### config.mk
export PLATFORM = sky130hd
export DESIGN_NAME = instr_fetch_queue
export DESIGN_NICKNAME = d
export VERILOG_FILES = /design/src/rtl/instr_fetch_queue.sv
export SDC_FILE = /design/constraint.sdc
export NUM_CORES = 1
export LEC_CHECK = 0
export ABC_AREA = 1
export CAP_MARGIN = 20
export CORE_ASPECT_RATIO = 0.8
export CORE_MARGIN = 10
export CORE_UTILIZATION = 42
export DETAILED_ROUTE_END_ITERATION = 12
export PLACE_DENSITY_LB_ADDON = 0.25
export SYNTH_ARGS = -nofsm -noshare
export SYNTH_HDL_FRONTEND = slang
export SYNTH_SLANG_ARGS = --single-unit
### constraint.sdc
create_clock -name clk -period 12.4 [get_ports clk]
set_input_delay 1.24 -clock clk [delete_from_list [all_inputs] [get_ports clk]]
set_output_delay 1.24 -clock clk [all_outputs]
set_load 0.05 [all_outputs]
### src/rtl/instr_fetch_queue.sv
// instr_fetch_queue: takes fetch addresses from the PC stage, issues reads to a synchronous
// instruction ROM with fixed latency and buffers the returned words in an in-order FIFO.
// Decode takes the words from that FIFO over a valid/ready handshake.
// Ports:
//   clk, reset         single clock; asynchronous active-high reset
//   req_valid/req_pc   fetch address offered by the PC stage; req_ready accepts it
//   flush              branch redirect, drops every in-flight and buffered fetch
//   rom_en/rom_addr    ROM read strobe and word-aligned address (combinational on accept)
//   rom_data           ROM read data, valid ROM_LATENCY cycles after rom_en
//   out_valid/ready    decode handshake; out_pc/out_instr/out_misalign describe the FIFO head
module instr_fetch_queue #(
  parameter int unsigned ROM_LATENCY = 1,
  parameter int unsigned DEPTH       = 4,
  parameter int unsigned ADDR_W      = 32,
  parameter int unsigned DATA_W      = 32
) (
  input  logic              clk,
  input  logic              reset,
  input  logic              req_valid,
  input  logic [ADDR_W-1:0] req_pc,
  output logic              req_ready,
  input  logic              flush,
  output logic              rom_en,
  output logic [ADDR_W-1:0] rom_addr,
  input  logic [DATA_W-1:0] rom_data,
  output logic              out_valid,
  input  logic              out_ready,
  output logic [ADDR_W-1:0] out_pc,
  output logic [DATA_W-1:0] out_instr,
  output logic              out_misalign
);

  localparam int unsigned PtrW = (DEPTH > 1) ? $clog2(DEPTH) : 1;
  localparam int unsigned CntW = $clog2(DEPTH + 1);

  // In-flight shift register: stage 0 is loaded on accept, the last stage lines up with rom_data.
  logic [ROM_LATENCY-1:0] infl_vld_q;
  logic [ROM_LATENCY-1:0] infl_mis_q;
  logic [ADDR_W-1:0]      infl_pc_q [ROM_LATENCY];
  logic [CntW-1:0]        infl_cnt_q;

  // FIFO storage and pointers.
  logic [ADDR_W-1:0] pc_mem    [DEPTH];
  logic [DATA_W-1:0] instr_mem [DEPTH];
  logic [DEPTH-1:0]  mis_mem;
  logic [PtrW-1:0]   wr_ptr_q, rd_ptr_q;
  logic [CntW-1:0]   fifo_cnt_q;

  logic [CntW:0] occupancy;
  logic          accept;
  logic          tail_vld;
  logic          push;
  logic          pop;

  // Credit check counts in-flight reads, so every returning word has a free FIFO slot.
  assign occupancy = {1'b0, fifo_cnt_q} + {1'b0, infl_cnt_q};
  assign req_ready = !reset && !flush && (occupancy < (CntW + 1)'(DEPTH));
  assign accept    = req_valid && req_ready;
  assign rom_en    = accept;
  assign rom_addr  = {req_pc[ADDR_W-1:2], 2'b00};

  assign tail_vld  = infl_vld_q[ROM_LATENCY-1];
  assign push      = tail_vld && !flush;
  assign out_valid = (fifo_cnt_q != '0);
  assign pop       = out_valid && out_ready && !flush;

  assign out_pc       = pc_mem[rd_ptr_q];
  assign out_instr    = instr_mem[rd_ptr_q];
  assign out_misalign = mis_mem[rd_ptr_q];

  always_ff @(posedge clk or posedge reset) begin
    if (reset) begin
      infl_vld_q <= '0;
      infl_mis_q <= '0;
      for (int unsigned i = 0; i < ROM_LATENCY; i++) begin
        infl_pc_q[i] <= '0;
      end
    end else begin
      // accept is already low during flush, so stage 0 clears itself.
      infl_vld_q[0] <= accept;
      infl_pc_q[0]  <= req_pc;
      infl_mis_q[0] <= |req_pc[1:0];
      for (int unsigned i = 1; i < ROM_LATENCY; i++) begin
        infl_vld_q[i] <= infl_vld_q[i-1] && !flush;
        infl_pc_q[i]  <= infl_pc_q[i-1];
        infl_mis_q[i] <= infl_mis_q[i-1];
      end
    end
  end

  always_ff @(posedge clk or posedge reset) begin
    if (reset) begin
      infl_cnt_q <= '0;
    end else if (flush) begin
      infl_cnt_q <= '0;
    end else if (accept && !tail_vld) begin
      infl_cnt_q <= infl_cnt_q + 1'b1;
    end else if (!accept && tail_vld) begin
      infl_cnt_q <= infl_cnt_q - 1'b1;
    end
  end

  always_ff @(posedge clk or posedge reset) begin
    if (reset) begin
      wr_ptr_q   <= '0;
      rd_ptr_q   <= '0;
      fifo_cnt_q <= '0;
      mis_mem    <= '0;
      for (int unsigned i = 0; i < DEPTH; i++) begin
        pc_mem[i]    <= '0;
        instr_mem[i] <= '0;
      end
    end else if (flush) begin
      wr_ptr_q   <= '0;
      rd_ptr_q   <= '0;
      fifo_cnt_q <= '0;
    end else begin
      if (push) begin
        pc_mem[wr_ptr_q]    <= infl_pc_q[ROM_LATENCY-1];
        instr_mem[wr_ptr_q] <= rom_data;
        mis_mem[wr_ptr_q]   <= infl_mis_q[ROM_LATENCY-1];
        wr_ptr_q            <= wr_ptr_q + 1'b1;
      end
      if (pop) begin
        rd_ptr_q <= rd_ptr_q + 1'b1;
      end
      fifo_cnt_q <= fifo_cnt_q + CntW'(push) - CntW'(pop);
    end
  end

endmodule

# Word-level counts from Yosys, hierarchy flattened
# Cells that the tools add are included.
# classes
add_sub_neg	7
magnitude_cmp	7
n_mux	23
bitwise_logic	3
reduce_logical	20
# op_table
op	count
bitwise mux 128 bit	2
2-to-1 mux 32 bit	5
binary-select mux 32 bit (select 2 bit)	2
demux 32 bit (select 2 bit)	1
2-to-1 mux 3 bit	4
logical AND 1 bit	10
2-to-1 mux 2 bit	4
>= comparator 3 bit (second input constant)	2
< comparator 2 x 3 -> 1 bit (second input constant)	2
inverter 2 -> 3 bit	2
nonzero test 3 bit	2
adder 2 x 1 -> 2 bit (second input constant)	2
adder 3 x 3 -> 4 bit	1
bitwise mux 4 bit	1
logical NOT 1 bit	4
< comparator 4 x 3 -> 1 bit (second input constant)	1
nonzero test 2 bit	2
adder 3 x 1 -> 3 bit	1
adder 3 x 1 -> 3 bit (second input constant)	1
< comparator 3 x 1 -> 1 bit (second input constant)	1
subtractor 3 x 1 -> 3 bit	1
subtractor 3 x 1 -> 3 bit (second input constant)	1
binary-select mux 1 bit (select 2 bit)	1
demux 1 bit (select 2 bit)	1
5 further kinds	6
# word_totals
regBits	304
wordCells	76

# Logic depth before layout (Yosys ltp)
# logic_depth
depth_word	9
mapped_depth	13

# Worst setup path after synthesis
# No wires, ideal clock.
# synth_timing
path_kind	input -> output
start	in reset
end	out rom_en
arrival_ns	8.687
required_ns	11.160
setup_slack_ns	2.473
stages	5
path_buffers	0
path_cell_list	inv_1 -> nand3b_4 -> nor2_4 -> nand2_2 -> inv_1
# synth_between
elab_chain_cells	4
# synth_lines
item	line	rtl
from (decl)	18	input logic reset,
logical NOT 1 bit (no source line)	--	
logical AND 1 bit (2 in series)	57	assign req_ready = !reset && !flush && (occupancy < (CntW + 1)'(DEPTH));
named net req_ready	21	output logic req_ready,
logical AND 1 bit	58	assign accept = req_valid && req_ready;
to (decl)	23	output logic rom_en,
# The timed path passes the listed nets, and every way through them passes these cells.

# Final worst setup path
# layout_timing
start	reg rd_ptr_q[0]
end	out out_misalign
# layout_between
elab_chain_cells	2
# layout_lines
item	line	rtl
from (decl)	46	logic [PtrW-1:0] wr_ptr_q, rd_ptr_q;
from (signal assigned)	125	rd_ptr_q <= rd_ptr_q + 1'b1;
binary-select mux 1 bit (select 2 bit)	69	assign out_misalign = mis_mem[rd_ptr_q];
2-to-1 mux 1 bit (implied by the code)	69	
to (decl)	30	output logic out_misalign
# No other way between the ends. The select of a mux whose other input is x is not followed.

==> reports/metrics.cfg <==
[detailed_routing]
firstDrtPassIters=7
wl_mm=31.7
avgRoutedWirePerCell_um=16.4
postRouteAntennaNets=0
first_iter_violations=682
drc=0
avgViaCountPerCell=5.07
route.vias.total=9824

[clocking]
cts_tree=built
clk_pin_slew_worst_paths_ps=60
cts-buffers-inserted=31
cts-root-buf=clkbuf_16
clkLatencyLatePin_ps=560
holdBufCountCts=0
htree_levels=1
clock_sinks=304
post-cts-setup-buffers=0
clockBufferDepth=3
cts_resized=0

[cells_and_area]
n_fill_cell=2884
diodes=0
syn_to_final_growth_pct=19.3
layout.nets=1580
drive_above_1_share=0.0499

[setup_path]
r2r-start=rd_ptr_q[0]$_DFFE_PP0P_
r2r-end=rd_ptr_q[1]$_DFFE_PP0P_
path_cells=inv_4, buf_4, o21ai_0, o22ai_1, clkdlybuf4s50_1
start_kind=flip-flop
arrival_ps=4010
crit_path_end_kind=primary output
crit_type=reg2out
cp-endpoint=out_misalign
critPathLaunch=rd_ptr_q[0]$_DFFE_PP0P_
reg2reg_depth=5
required_ps=11160
slowest_stage=buf_4
ff2ff_setup_slack_ps=9710
crit_path_max_incr_delay_ps=900
critical_path_peak_fanout=103

[global_route]
antenna_found_initial=0
grt_first_pass_wirelength_mm=52.4
grt_usage=0.164
grt_max_degree=104
overflow=0
grt_pass1_vias=9757

[timing]
fin_worst_skew_ps=22.9
tightest_slew_ps=1110
final_max_slew_viol_count=0
fmaxAchievable_mhz=190
rsz0062_at_grt=false
tns_ps=0
max_slew_margin=0.258
finalCritPeriodShare=0.424
setup_violations=0
hold_viol=0
fin_crit_ps=5250

[power]
switching_power_w=0.00158
leakage_nw=7.23
max-vdd-ir-drop_mv=0.173
power_density_mw_per_mm2=244
switching_share=0.419
pwr-share-seq=0.343
combPwrFrac=0.426
p_int_w=0.00219
power_w=0.00377
clkPwrFrac=0.232

[floorplan]
initial_core_util=0.426
dieArea_mm2=0.0382
die-height_um=177
core_mm2=0.0304
io_pins=169
std_cell_rows=57
die_width_um=216

[yosys]
async_flop_share=1.00
syn_avg_cell_area_um2=9.10
synthFlopType=dfrtp_1
synth.ff_latch_count=304
synth.distinct_cells=30
yosys_warnings=0
synth.cell_area_mm2=0.0129
synth_edf_count=0
postSynthCellCount=1421
seq_area_frac_synth=0.588

[place]
gp_congestion=0.792
hpwlAfterDp_mm=18.2
port-buffer-count=166

[min_path]
worstHoldPathType=reg2reg

[outcome]
outcome=completed

[flow_run]
drv_cap=0

layer usage:
metal / up-vias / wire length, um / global-route usage / share of wire
li1: 4831 / - / - / -
met1: 4744 / 15000 / 0.227 / 0.47
met2: 211 / 14600 / 0.264 / 0.46
met3: 38 / 1430 / 0.0299 / 0.045
met4: 0 / 581 / 0.0358 / 0.018
met5: - / 0 / 0 / 0
cell usage after synthesis, types with 7 or more instances:
library cell / number / share of area
ha_1: 8 / 0.0077
o21ai_1: 260 / 0.10
buf_6: 7 / 0.0061
dfrtp_1: 304 / 0.59
o22ai_1: 65 / 0.031
inv_1: 80 / 0.023
clkbuf_1: 39 / 0.011
buf_2: 43 / 0.017
nand2_1: 271 / 0.079
nor2_1: 141 / 0.041
o21ai_0: 131 / 0.051
buf_4: 40 / 0.023
placed cells by master, fill, tap and decap left out, types with 2 or more instances in the layout:
cell,instances
buf_4,11
clkbuf_1,9
clkbuf_16,31
clkbuf_8,6
clkdlybuf4s50_1,166
clkinv_2,7
conb_1,2
dfrtp_1,302
fa_1,2
ha_1,8
inv_1,77
inv_2,2
inv_8,2
nand2_1,271
nand2_2,2
nand2_4,4
nand3_1,2
nand3_2,2
nand4_1,4
nor2_1,141
o21ai_0,131
o21ai_1,260
o22ai_1,65
xnor2_1,2
xor2_1,2
stage by stage:
| stage | setup WS [ps] | std cells | util | hold WS (ps) | instance area, um^2 |
|---|---|---|---|---|---|
| 2_1_floorplan | 2470 | 1422 | - | 454 | 12900 |
| 3_3_place_gp | 7530 | 1881 | 0.477 | 466 | 14500 |
| 3_5_place_dp | 7530 | 1881 | 0.477 | 473 | 14500 |
| 4_1_cts | 7170 | 1936 | 0.508 | 487 | 15400 |
| 5_1_grt | 6890 | 1936 | 0.508 | 498 | 15400 |
| 6_report | 7150 | 1936 | 0.508 | 481 | 15400 |
cells by family (layout without fill, tap and decap cells):
group,after synthesis,in the layout,synth area share
AO/OA/AOI/OAI,458,458,0.184
AND/OR/NAND/NOR,431,431,0.132
flip-flops,304,304,0.588
buffers and inverters,213,314,0.0823
adder cells (fa/ha/maj),10,10,0.0108
XOR/XNOR,4,4,0.00271
other,1,2,0.000290
power by group through the flow:
stage	logic [W]	clock network (W)	registers (W)
after floorplan	0.00113	0	0.00126
after global placement	0.00161	0	0.00130
after detailed placement	0.00162	0	0.00130
after CTS	0.00163	0.000897	0.00129
after global routing	0.00173	0.000938	0.00131
final	0.00160	0.000873	0.00129
cell type report:
class / instances / area, um^2 / area share
clock buffers: 46 / 892 / 0.0578
clock inverters: 9 / 51.3 / 0.00333
inverters: 82 / 325 / 0.0211
multi-input cells: 905 / 4280 / 0.278
flip-flops and latches: 304 / 7610 / 0.494
well taps: 413 / 517 / 0.0335
repair buffers: 177 / 1740 / 0.113
how the worst min path moves through the flow:
stage	startpoint	to	slack, ps	cells after the start
floorplan	instr_mem[32]$_DFFE_PP0P_	instr_mem[32]$_DFFE_PP0P_	450	2
global placement	pc_mem[78]$_DFFE_PP0P_	pc_mem[78]$_DFFE_PP0P_	470	2
detailed placement	pc_mem[86]$_DFFE_PP0P_	pc_mem[86]$_DFFE_PP0P_	470	2
CTS	instr_mem[55]$_DFFE_PP0P_	instr_mem[55]$_DFFE_PP0P_	490	2
global route	instr_mem[48]$_DFFE_PP0P_	instr_mem[48]$_DFFE_PP0P_	500	2
finish	instr_mem[87]$_DFFE_PP0P_	instr_mem[87]$_DFFE_PP0P_	480	2
critical path: cells and delay by family (launching register included):
kind | cells | cell delay (ps)
buffers and inverters | 3 | 2140
AO/OA/AOI/OAI | 2 | 480
flip-flops | 1 | 740
state kept, by name, indices dropped and copies added (netlist names), 2 cells and up:
signal / count
infl_cnt_q: 3
pc_mem: 128
infl_pc_q: 32
mis_mem: 4
wr_ptr_q: 2
fifo_cnt_q: 3
rd_ptr_q: 2
instr_mem: 128
No activity file was read; power rests on OpenSTA's default activity.
